<file path="src/rtl/cpu_pkg.sv">
// Shared CPU definitions: default datapath widths, fetch-state encoding and
// the value presented to the IR when no instruction is available.
package cpu_pkg;

    localparam int CPU_ADDR_W = 4;
    localparam int CPU_DATA_W = 8;

    localparam logic [7:0] INSTR_RESET = 8'h00;

    typedef enum logic [1:0] {
        IDLE  = 2'd0,
        ISSUE = 2'd1,
        WAIT  = 2'd2,
        FLUSH = 2'd3
    } fetchState_e;

endpackage

</file>
<file path="src/rtl/fetch_fifo.sv">
// Prefetch buffer: synchronous FIFO with a registered head word so the
// consumer sees a stable, registered output that reads EMPTY_VAL when empty.
module fetch_fifo #(
    parameter int               WIDTH     = 12,
    parameter int               DEPTH     = 2,
    parameter logic [WIDTH-1:0] EMPTY_VAL = '0,
    localparam int              PTR_W     = $clog2(DEPTH),
    localparam int              CNT_W     = $clog2(DEPTH) + 1
) (
    input  logic             clk,
    input  logic             reset,
    input  logic             push,
    input  logic [WIDTH-1:0] pushData,
    input  logic             pop,
    input  logic             flush,
    output logic [CNT_W-1:0] count,
    output logic             full,
    output logic             empty,
    output logic [WIDTH-1:0] headData,
    output logic             headValid
);

    logic [WIDTH-1:0] mem [DEPTH];
    logic [PTR_W-1:0] rdPtr;
    logic [PTR_W-1:0] wrPtr;

    logic             popOk;
    logic             pushOk;
    logic [CNT_W-1:0] remain;
    logic [CNT_W-1:0] countNext;
    logic [WIDTH-1:0] headDataNext;
    logic             headValidNext;

    assign full  = (count == CNT_W'(DEPTH));
    assign empty = (count == '0);

    // Flush dominates both push and pop; a push into a full buffer is only
    // accepted when the same cycle frees a slot.
    always_comb begin
        popOk         = pop & ~empty & ~flush;
        pushOk        = push & ~flush & (~full | popOk);
        remain        = count - CNT_W'(popOk);
        countNext     = flush ? '0 : remain + CNT_W'(pushOk);
        headValidNext = 1'b0;
        headDataNext  = EMPTY_VAL;
        if (!flush) begin
            if (remain != '0) begin
                headValidNext = 1'b1;
                headDataNext  = mem[rdPtr + PTR_W'(popOk)];
            end else if (pushOk) begin
                headValidNext = 1'b1;
                headDataNext  = pushData;
            end
        end
    end

    always_ff @(posedge clk) begin
        if (pushOk) begin
            mem[wrPtr] <= pushData;
        end
    end

    always_ff @(posedge clk or negedge reset) begin
        if (!reset) begin
            rdPtr     <= '0;
            wrPtr     <= '0;
            count     <= '0;
            headValid <= 1'b0;
            headData  <= EMPTY_VAL;
        end else begin
            count     <= countNext;
            headValid <= headValidNext;
            headData  <= headDataNext;
            if (flush) begin
                rdPtr <= '0;
                wrPtr <= '0;
            end else begin
                if (popOk) begin
                    rdPtr <= rdPtr + PTR_W'(1);
                end
                if (pushOk) begin
                    wrPtr <= wrPtr + PTR_W'(1);
                end
            end
        end
    end

endmodule

</file>
<file path="src/rtl/instr_fetch_unit.sv">
// Instruction fetch unit: issues single outstanding reads to program memory,
// buffers returned words with their address and hands them to the IR.
module instr_fetch_unit
    import cpu_pkg::*;
#(
    parameter int ADDR_W     = CPU_ADDR_W,
    parameter int DATA_W     = CPU_DATA_W,
    parameter int FIFO_DEPTH = 2
) (
    input  logic              clk,
    input  logic              reset,
    output logic              mem_req,
    output logic [ADDR_W-1:0] mem_addr,
    input  logic              mem_rvalid,
    input  logic [DATA_W-1:0] mem_rdata,
    output logic [DATA_W-1:0] instruction,
    output logic              instr_valid,
    output logic [ADDR_W-1:0] instr_pc,
    input  logic              LoadIR,
    input  logic              LoadPC,
    input  logic [ADDR_W-1:0] PCIn
);

    localparam int ENTRY_W = DATA_W + ADDR_W;
    localparam int CNT_W   = $clog2(FIFO_DEPTH) + 1;

    fetchState_e       state;
    fetchState_e       stateNext;
    logic [ADDR_W-1:0] fetchPc;
    logic [ADDR_W-1:0] fetchPcNext;
    logic [ADDR_W-1:0] issuedAddr;
    logic              readPending;

    logic               push;
    logic               pop;
    logic               fifoFull;
    logic               fifoEmpty;
    logic [CNT_W-1:0]   fifoCount;
    logic [ENTRY_W-1:0] headData;
    logic               headValid;
    logic               roomIdle;
    logic               roomAfterPush;

    // A jump discards both the same-cycle pop and any word returning this cycle.
    assign pop  = LoadIR & ~fifoEmpty & ~LoadPC;
    assign push = (state == WAIT) & mem_rvalid & ~LoadPC;

    assign roomIdle      = ~fifoFull | pop;
    assign roomAfterPush = (fifoCount + CNT_W'(1) - CNT_W'(pop)) < CNT_W'(FIFO_DEPTH);

    assign mem_req  = (state == ISSUE);
    assign mem_addr = fetchPc;

    // FLUSH leaves once the dropped read has returned; with nothing in flight
    // (jump landed on the return cycle) it moves straight on to ISSUE.
    always_comb begin
        stateNext   = state;
        fetchPcNext = fetchPc;
        case (state)
            IDLE: begin
                if (roomIdle) begin
                    stateNext = ISSUE;
                end
            end
            ISSUE: begin
                fetchPcNext = fetchPc + ADDR_W'(1);
                stateNext   = WAIT;
            end
            WAIT: begin
                if (mem_rvalid) begin
                    stateNext = roomAfterPush ? ISSUE : IDLE;
                end
            end
            FLUSH: begin
                if (mem_rvalid || !readPending) begin
                    stateNext = ISSUE;
                end
            end
            default: stateNext = IDLE;
        endcase
        if (LoadPC) begin
            fetchPcNext = PCIn;
            stateNext   = (state == IDLE) ? ISSUE : FLUSH;
        end
    end

    always_ff @(posedge clk or negedge reset) begin
        if (!reset) begin
            state       <= IDLE;
            fetchPc     <= '0;
            readPending <= 1'b0;
        end else begin
            state       <= stateNext;
            fetchPc     <= fetchPcNext;
            readPending <= (state == ISSUE) | (readPending & ~mem_rvalid);
        end
    end

    always_ff @(posedge clk) begin
        if (state == ISSUE) begin
            issuedAddr <= fetchPc;
        end
    end

    fetch_fifo #(
        .WIDTH     (ENTRY_W),
        .DEPTH     (FIFO_DEPTH),
        .EMPTY_VAL ({DATA_W'(INSTR_RESET), ADDR_W'(0)})
    ) u_fetchFifo (
        .clk       (clk),
        .reset     (reset),
        .push      (push),
        .pushData  ({mem_rdata, issuedAddr}),
        .pop       (pop),
        .flush     (LoadPC),
        .count     (fifoCount),
        .full      (fifoFull),
        .empty     (fifoEmpty),
        .headData  (headData),
        .headValid (headValid)
    );

    assign instruction = headData[ENTRY_W-1:ADDR_W];
    assign instr_pc    = headData[ADDR_W-1:0];
    assign instr_valid = headValid;

endmodule
</file>
<file path="config.mk">
export PLATFORM = sky130hd
export DESIGN_NAME = instr_fetch_unit
export DESIGN_NICKNAME = d
export VERILOG_FILES = /design/src/rtl/cpu_pkg.sv /design/src/rtl/fetch_fifo.sv /design/src/rtl/instr_fetch_unit.sv
export SDC_FILE = /design/constraint.sdc
export NUM_CORES = 1
export LEC_CHECK = 0
export CAP_MARGIN = 20
export CORE_UTILIZATION = 33
export DETAILED_ROUTE_END_ITERATION = 7
export HOLD_SLACK_MARGIN = 0.03
export PLACE_DENSITY = 0.57
export SETUP_SLACK_MARGIN = 0.02
export SLEW_MARGIN = 20
export SYNTH_ARGS = -nofsm -noshare
export SYNTH_HDL_FRONTEND = slang
export SYNTH_SLANG_ARGS = --single-unit
</file>
<file path="constraint.sdc">
create_clock -name clk -period 2 [get_ports clk]
set_input_delay 0.2 -clock clk [delete_from_list [all_inputs] [get_ports clk]]
set_output_delay 0.2 -clock clk [all_outputs]
set_load 0.05 [all_outputs]
</file>
======== Yosys cells after proc, flatten, opt, wreduce, memory -nomap -nowiden ========
Memories as Yosys holds them, arrays and structs flattened.
Cells that the tools add are included.
storage, ports and cells
  register bits after elaboration ......... 28
  bits in writable memories ............... 24
  input bits .............................. 17
  output and inout bits ................... 18
  logic and storage cells ................. 72
  memories ................................ 1
cells by class
  add/subtract/negate cells ............... 8
  magnitude comparators ................... 1
  equality and inequality tests ........... 7
  mux-type cells .......................... 21
  bitwise operators ....................... 16
  reductions and logical operators ........ 9
memories
  memory           words  width  rd ports  clocked after Yosys merged registers in  write ports  RTL line          source
  u_fetchFifo.mem  2      12     1         0                                        1            fetch_fifo.sv:23  logic [WIDTH-1:0] mem [DEPTH];
operators with widths
  kind                                           number
  two-way mux 12 bit                             3
  two-way mux 2 bit                              6
  AND 1 bit                                      9
  two-way mux 1 bit                              9
  inequality test 3 bit, second input constant   3
  two-way mux 4 bit                              2
  case mux 2 bit (4 select lines)                1
  nonzero test 2 bit                             4
  == test 2 bit, second input constant           3
  adder 4 x 1 -> 4 bit, second input constant    1
  zero test 2 bit                                2
  NOT 1 bit                                      4
  subtractor 2 x 1 -> 2 bit                      2
  bitwise OR 1 bit                               3
  AND reduction 3 bit                            1
  adder 1 bit, second input constant             2
  adder 2 x 1 -> 2 bit                           1
  adder 2 x 1 -> 2 bit, second input constant    1
  == test 2 x 1 -> 1 bit, second input constant  1
  < comparator 2 bit, second input constant      1
  adder 1 bit                                    1
  zero test 1 bit                                1
  logical OR 1 bit                               1

======== Logic depth before layout (Yosys ltp) ========
Gate-level depths: netlist of the first run.
  word-level depth ........................ 11
  gate-level depth with buffers ........... 9
  mapped depth without buffers ............ 7

======== Modules after synthesis ========
A second synthesis of the first run with hierarchy kept.
unflattened totals
  cells, all modules ...................... 138
  area, all modules ....................... 2138.3 µm²
by module, submodules not included
  module            instances  cells each  area an instance (µm²)  seq. area each (µm²)
  fetch_fifo        1          95          1630.3                  1146.1
  instr_fetch_unit  1          43          508.0                   295.3

======== Worst setup path before layout of the first run ========
No wires, ideal clock.
  kind .................................... register to register
  start point ............................. register state[0]
  end point ............................... memory u_fetchFifo.mem[0][0] (enable)
  library setup time ...................... 0.380 ns
  arrival ................................. 1.493 ns
  required time ........................... 1.620 ns
  slack ................................... 0.127 ns
  cell stages (with the launch flop) ...... 4
  path buffers ............................ 0
  period minus slack after synthesis ...... 1.873 ns
  cell sequence ........................... dfrtp_1 nor4bb_1 o21ai_0 nor2_1
on the way
  cells in the longest elaborated chain, start to end .. 7
RTL lines
  element                                  RTL line                source
  start, declared                          instr_fetch_unit.sv:27  fetchState_e state;
  start signal, assigned                   instr_fetch_unit.sv:93  state <= stateNext;
  == test 2 bit                            instr_fetch_unit.sv:46  assign push = (state == WAIT) & mem_rvalid & ~LoadPC;
  AND 1 bit (2 in series)                  instr_fetch_unit.sv:46
  AND 1 bit (2 in series)                  fetch_fifo.sv:41        pushOk = push & ~flush & (~full | popOk);
  two-way mux 1 bit                        fetch_fifo.sv:58        if (pushOk) begin
  two-way mux 1 bit (implied by the code)  fetch_fifo.sv:59        mem[wrPtr] <= pushData;
  end, declared                            fetch_fifo.sv:23
No other way between the ends.

======== Worst setup path after layout of the first run ========
  start point ............................. register u_fetchFifo.count[0]
  end point ............................... register u_fetchFifo.headData[3]
on the way
  cells in the longest elaborated chain, start to end .. 11
  elaborated cells between the ends (all ways) .. 17
  classes of those cells .................. add/sub: 2; eq/ne: 1; mux: 3; bitwise: 8; reduce/logical: 2; memory: 1
RTL lines
  element                                                            RTL line          source
  start, declared                                                    fetch_fifo.sv:16  output logic [CNT_W-1:0] count,
  start signal, assigned                                             fetch_fifo.sv:71  count <= countNext;
  branches (longest 9 deep; another with subtractor 2 x 1 -> 2 bit)  n/a
  two-way mux 12 bit (*)                                             fetch_fifo.sv:47  if (remain != '0) begin
  two-way mux 12 bit (*)                                             fetch_fifo.sv:46  if (!flush) begin
  named net u_fetchFifo.headDataNext[3]                              fetch_fifo.sv:31  logic [WIDTH-1:0] headDataNext;
  end signal, assigned                                               fetch_fifo.sv:73  headData <= headDataNext;
  end, declared                                                      fetch_fifo.sv:19  output logic [WIDTH-1:0] headData,
Mark *: on every way through the listed nets, which the timed path passes.
A chain may end at the register's enable or synchronous reset.

==> flow_summary_export.csv, run 1 <==
group,metric,value,unit
timing,drv_slew,0,
layout,area_delta_synth_final,31.4,%
floorplan,initial_core_util,0.342,
timing,tightestPinTransition,0.508,ns
placed_design,place.gp.congestion,0.746,
power_and_ir_drop,vdd_drop_max,0.940,mV
timing,final-hold-violation-count,0,
clock_network,cts_resized,0,
clock_network,postCtsHoldBufs,0,
placed_design,io_buffers,34,
power_and_ir_drop,power.leakage,1.13,nW
min_path,hp-class,"input pin to async pin",
placed_design,dp_hpwl,2640,um
clock_network,clockBufferDepth,2,
routing,route.vias.total,1428,
setup_path,reg2reg_from,"u_fetchFifo.count[0]$_DFF_PN0_",
setup_path,crit_path_top_delay_cell,"dfrtp_1",
setup_path,worstReg2RegEnd,"u_fetchFifo.headData[3]$_DFF_PN0_",
clock_network,ctsRootBufferMaster,"clkbuf_8",
layout,nets,237,
timing,period_share,0.887,
setup_path,cpMostUsedCell,"nor2_1",
setup_path,cp_top_family,"flip-flops",
setup_path,cpPeakStageDelay,0.43,ns
floorplan,core-area,6390,um^2
timing,finalWorstSetupSlack,0.227,ns
setup_path,critPathKind,"register to register",
global_route,overflow,0,
logic_synthesis,synth-xor-area-share,0.0200,
placed_design,placed_cells,287,
logic_synthesis,syn_inst,167,
routing,drc,0,
setup_path,worstSetupEndpointType,"register",
setup_path,arrival,1.99,ns
logic_synthesis,ys.warnings.count,0,
global_route,track_usage,0.126,
logic_synthesis,synthMuxAreaShare,0.00974,
logic_synthesis,async_flop_share,0.462,
routing,vias_per_cell,4.84,
global_route,grt_max_degree,25,
setup_path,r2r_cells,8,
global_route,grt_pass1_vias,1420,
placed_design,pre_cts_slack,-0.0429,ns
run,cap_violations,0,
timing,clock.fmax,564,MHz
logic_synthesis,yosysSeqAreaShare,0.660,
setup_path,crit_required,2.22,ns
global_route,grt_first_pass_wirelength,6840,um
clock_network,worstSkewPairLatency,0.30,ns
clock_network,cts.sinks,52,
timing,rsz0062_at_grt,"no",
clock_network,cts_buffers,5,
floorplan,chipWidth,83.4,um
setup_path,crit_chain,"nor2_1 > nor2_1 > ha_1 > xnor2_1 > a21oi_2 > buf_12 > nand2_1 > o221ai_1",
logic_synthesis,synth_seq_cells,52,
clock_network,clk_pin_slew,0.10,ns
logic_synthesis,syn_avg_cell_area,13.1,um^2
layout,final_cells,295,
setup_path,cp_max_fo,24,
routing,drtIter0Drc,72,
logic_synthesis,synth_top_family_by_area,"simple AND/OR/NAND/NOR gates",
logic_synthesis,synth-edff-count,28,
setup_path,r2r_slack,0.23,ns
global_route,antenna_found_initial,0,
setup_path,startpoint_type,"register",
logic_synthesis,synth_flop_cell,"edfxtp_1",
logic_synthesis,synthAdderAreaFrac,0.0172,
clock_network,h-tree-depth,2,
timing,finalCriticalPeriod,1.77,ns
floorplan,num_rows,29,
logic_synthesis,synthesis.area,2180,um^2
floorplan,die_y,83.4,um
logic_synthesis,synth_nets,187,
routing,ant_nets,0,
clock_network,cts_tree,"built",
clock_network,postCtsSetupRepairBufs,0,
layout,drive_above_1_share,0.188,
layout,diodes,0,
timing,fin_worst_skew,0.00748,ns
setup_path,path_buf_inv,1,
logic_synthesis,synthDistinctLibCells,32,
timing,setup_viol,0,
power_and_ir_drop,power.density,1050,nW/um^2
floorplan,ios,35,
logic_synthesis,yosys.area_share.simple,0.120,
routing,finalWirelength,4060,um
logic_synthesis,synth_compound_area_frac,0.119,
timing,maxSlewHeadroom,0.660,
routing,drt_pass1_iterations,4,
outcome,status,"completed",
routing,post_drt_wl_per_cell,13.8,um
floorplan,die_area,6950,um^2
## per-layer routing
metal / vias up / wire (um) / part of all wire / track usage
met5: - / 0 / 0 / 0
met4: 0 / 59 / 0.015 / 0.0517
met3: 7 / 212 / 0.052 / 0.0318
met2: 42 / 1880 / 0.46 / 0.192
met1: 678 / 1910 / 0.47 / 0.172
li1: 701 / - / - / -
## cell usage in the layout (no fill, tap or decap), types with 4 or more instances in the layout
cell,n
dfrtp_1,24
nand2_1,19
clkdlybuf4s50_1,33
nand4_1,13
nor2_1,9
buf_12,4
inv_1,17
edfxtp_1,28
clkbuf_8,6
o221ai_2,9
buf_4,15
o21ai_0,8
## flip-flops by register name, summed over array words and instances, names as in the netlist
register / cells
u_fetchFifo.rdPtr: 1
u_fetchFifo.count: 2
issuedAddr: 4
u_fetchFifo.headValid: 1
state: 2
readPending: 1
u_fetchFifo.headData: 12
u_fetchFifo.wrPtr: 1
mem_addr: 4
u_fetchFifo.mem: 24
## where the power goes
| group | switching [W] | internal (W) |
|---|---|---|
| sequential | 0.0000930 | 0.00131 |
| clock | 0.000344 | 0.000409 |
| combinational | 0.000523 | 0.000349 |
## area by class of cell
cell class              count  area, um^2
fillers                   596        3510
well taps                  77        96.3
multi-input cells          89         626
inverters                  17        63.8
clock inverters             2        38.8
clock buffers               6        82.6
flip-flops and latches     52        1440
repair buffers             52         523
## per-stage QoR
step | setup TNS [ns] | util | hold slack, ns | cell area (um^2) | total power [W]
final | 0 | 0.450 | 0.262 | 2870 | 0.00302
after global routing | 0 | 0.450 | 0.293 | 2870 | 0.00317
after CTS | 0 | 0.450 | 0.277 | 2870 | 0.00306
after detailed placement | -0.510 | 0.431 | 0.462 | 2750 | 0.00230
after global placement | -1.31 | 0.431 | 0.452 | 2750 | 0.00229
after floorplan | 0 | - | -0.0956 | 2180 | 0.00195
## worst max path at each step
stage	from	to	cells past startpoint	slack (ns)
finish	u_fetchFifo.count[0]$_DFF_PN0_	u_fetchFifo.headData[3]$_DFF_PN0_	8	0.23
global route	u_fetchFifo.count[0]$_DFF_PN0_	u_fetchFifo.headData[11]$_DFF_PN0_	8	0.04
CTS	mem_addr[0]$_DFFE_PN0P_	mem_addr[0]	1	0.19
detailed placement	mem_rvalid	u_fetchFifo.mem[1][11]$_DFFE_PP_	6	-0.04
global placement	mem_rvalid	u_fetchFifo.mem[1][11]$_DFFE_PP_	6	-0.09
floorplan	state[0]$_DFFE_PN0P_	u_fetchFifo.mem[0][0]$_DFFE_PP_	3	0.13
## cell families after synthesis
logic type / count (synthesis)
multiplexers: 2
XOR/XNOR: 5
adder cells (fa/ha/maj): 3
AO/OA/AOI/OAI: 29
flip-flops: 52
AND/OR/NAND/NOR: 50
buffers and inverters: 26
## cell usage after synthesis, types with 2 or more instances
cell type	count	area (um^2)
dfrtp_1	24	601
o221ai_1	3	26.3
o221ai_2	9	135
ha_1	3	37.5
a21oi_1	3	15.0
nand2_1	19	71.3
edfxtp_1	28	841
xnor2_1	3	26.3
nand2b_1	2	12.5
clkbuf_1	3	11.3
buf_2	4	20.0
nand4_1	13	81.3
buf_6	2	22.5
nor2_1	9	33.8
inv_1	17	63.8
xor2_1	2	17.5
o21ai_0	8	40.0
## worst reg2reg max path, delay by kind of cell (launching register included)
kind,cells,cell delay (ns)
XOR/XNOR,1,0.16
AND/OR/NAND/NOR,3,0.35
flip-flops,1,0.43
adder cells (fa/ha/maj),1,0.22
buffers and inverters,1,0.18
AO/OA/AOI/OAI,2,0.35
Power figures use the tool's default switching activity.
==> run 2, diff against run 1 <==
--- a/config.mk
+++ b/config.mk
@@ -10,6 +10,7 @@
 export DETAILED_ROUTE_END_ITERATION = 7
 export HOLD_SLACK_MARGIN = 0.03
 export PLACE_DENSITY = 0.57
+export REMOVE_ABC_BUFFERS = 1
 export SETUP_SLACK_MARGIN = 0.02
 export SLEW_MARGIN = 20
 export SYNTH_ARGS = -nofsm -noshare
==> run 2 against run 1 <==
Effect of this change:
- via count decreased by 1.1%
- sequential power about the same
- die area unchanged
- critical path type is now input pin to register
- critical endpoint is now u_fetchFifo.mem[1][3]$_DFFE_PP_
==> flow_summary_export.csv, run 2 (synthesis results as in run 1) <==
group,metric,value,unit
timing,clock.fmax,541,MHz
layout,seqCellArea,1440,um^2
layout,mostFrequentLayoutCells,"clkdlybuf4s50_1, edfxtp_1, dfrtp_1",
min_path,hp-class,"input pin to async pin",
clock_network,h-tree-depth,2,
routing,ant_nets,0,
layout,largest_register,"u_fetchFifo.mem",
layout,final_cells,296,
routing,drc,0,
clock_network,worstSkewPairLatency,0.29,ns
global_route,antenna_found_initial,0,
global_route,overflow,0,
clock_network,clk_pin_slew,0.09,ns
global_route,grt_pass1_vias,1348,
placed_design,placed_cells,288,
floorplan,core-area,6390,um^2
floorplan,chipWidth,83.4,um
setup_path,worstReg2RegEnd,"u_fetchFifo.mem[1][3]$_DFFE_PP_",
setup_path,path_buf_inv,3,
floorplan,die_area,6950,um^2
setup_path,cp_top_family,"buffers and inverters",
power_and_ir_drop,power.density,1010,nW/um^2
power_and_ir_drop,vdd_drop_max,0.690,mV
layout,area_delta_synth_final,30.5,%
routing,vias_per_cell,4.77,
clock_network,cts_resized,0,
power_and_ir_drop,p_int,0.00194,W
timing,tns,0,ns
routing,post_drt_wl_per_cell,14.3,um
layout,drive_above_1_share,0.187,
setup_path,crit_chain,"clkdlybuf4s50_1 > nor4bb_1 > o21ai_0 > inv_1 > and2_1 > buf_12",
timing,maxSlewHeadroom,0.664,
routing,finalWirelength,4230,um
global_route,grt_max_degree,25,
clock_network,clockBufferDepth,2,
timing,tightestPinTransition,0.503,ns
clock_network,ctsRootBufferMaster,"clkbuf_8",
timing,fin_worst_skew,0.00812,ns
floorplan,initial_core_util,0.342,
power_and_ir_drop,switchingPower,0.000949,W
power_and_ir_drop,p_comb_frac,0.303,
timing,rsz0062_at_grt,"no",
routing,drtIter0Drc,73,
timing,period_share,0.925,
setup_path,reg2reg_from,"state[0]$_DFFE_PN0P_",
setup_path,arrival,1.86,ns
placed_design,dp_hpwl,2900,um
layout,largest_register_ffs,24,
setup_path,crit_path_top_delay_cell,"clkdlybuf4s50_1",
outcome,status,"completed",
timing,finalCriticalPeriod,1.85,ns
clock_network,cts.sinks,52,
setup_path,r2r_slack,0.16,ns
setup_path,critPathKind,"input pin to register",
placed_design,dpl_cell_area,2760,um^2
routing,route.vias.total,1412,
setup_path,crit_start,"LoadPC",
placed_design,io_buffers,34,
run,cap_violations,0,
clock_network,postCtsHoldBufs,0,
layout,final_core_util,0.447,
power_and_ir_drop,clkPwrFrac,0.211,
layout,multi_input_comb_area,626,um^2
clock_network,postCtsSetupRepairBufs,0,
layout,finalInstanceArea,2850,um^2
layout,layout_commonest_cell,"clkdlybuf4s50_1",
setup_path,r2r_cells,5,
setup_path,cp_max_fo,12,
placed_design,place.gp.congestion,0.817,
timing,whs,0.266,ns
setup_path,cpPeakStageDelay,0.48,ns
setup_path,crit_required,2.01,ns
global_route,grt_first_pass_wirelength,6870,um
layout,nets,238,
routing,drt_pass1_iterations,4,
timing,drv_slew,0,
power_and_ir_drop,sw_frac_of_total,0.328,
floorplan,num_rows,29,
timing,final-hold-violation-count,0,
setup_path,worstSetupEndpointType,"register",
setup_path,startpoint_type,"input pin",
global_route,track_usage,0.126,
power_and_ir_drop,power.leakage,1.12,nW
layout,largestRegisters,"u_fetchFifo.mem (24), u_fetchFifo.headData (12)",
floorplan,die_y,83.4,um
power_and_ir_drop,seq_power_share,0.486,
floorplan,ios,35,
timing,setup_viol,0,
layout,num-fill-cells,589,
clock_network,cts_buffers,5,
clock_network,cts_tree,"built",
layout,diodes,0,
==> run 2: cell types whose count changed in the layout (fill, tap and decap cells not counted) <==
| cell | change |
|---|---|
| clkinv_4 | -1 |
| clkinvlp_4 | +1 |
| clkbuf_1 | +1 |
| buf_4 | +1 |
| bufinv_16 | -1 |
==> run 2: final cells by class <==
type | count | share of cell area
multi-input cells | 89 | 0.219
repair buffers | 53 | 0.186
clock buffers | 7 | 0.0303
clock inverters | 1 | 0.00263
well taps | 77 | 0.0338
flip-flops and latches | 52 | 0.505
inverters | 17 | 0.0224
==> run 2: how the worst max path moves through the flow <==
stage	cells after the start	to
after floorplan	7	u_fetchFifo.headData[11]$_DFF_PN0_
after global placement	6	u_fetchFifo.mem[1][4]$_DFFE_PP_
after CTS	5	u_fetchFifo.mem[0][1]$_DFFE_PP_
final	6	u_fetchFifo.mem[1][3]$_DFFE_PP_
after detailed placement	5	u_fetchFifo.mem[0][11]$_DFFE_PP_
after global routing	5	u_fetchFifo.mem[1][3]$_DFFE_PP_
==> run 2: power by group through the flow <==
stage / Combinational [W] / Sequential [W] / Clock, W
3_3_place_gp: 0.000875 / 0.00142 / 0
3_5_place_dp: 0.000880 / 0.00143 / 0
2_1_floorplan: 0.000322 / 0.00161 / 0
5_1_grt: 0.000945 / 0.00143 / 0.000681
6_report: 0.000875 / 0.00141 / 0.000609
4_1_cts: 0.000884 / 0.00141 / 0.000628
==> run 2: routing by layer <==
metal / track usage / share of wire / vias to the layer above / routed length (um)
met4: 0.0282 / 0.0057 / 0 / 24
met2: 0.189 / 0.45 / 34 / 1920
met1: 0.183 / 0.50 / 675 / 2100
met3: 0.0328 / 0.046 / 2 / 193
met5: 0 / 0 / - / 0
li1: - / - / 701 / -
==> run 2: through the flow <==
step | setup slack [ns] | total power (W)
5_1_grt | 0.0433 | 0.00305
3_5_place_dp | -0.168 | 0.00231
6_report | 0.150 | 0.00289
3_3_place_gp | -0.162 | 0.00230
4_1_cts | 0.145 | 0.00292
2_1_floorplan | -0.0832 | 0.00193
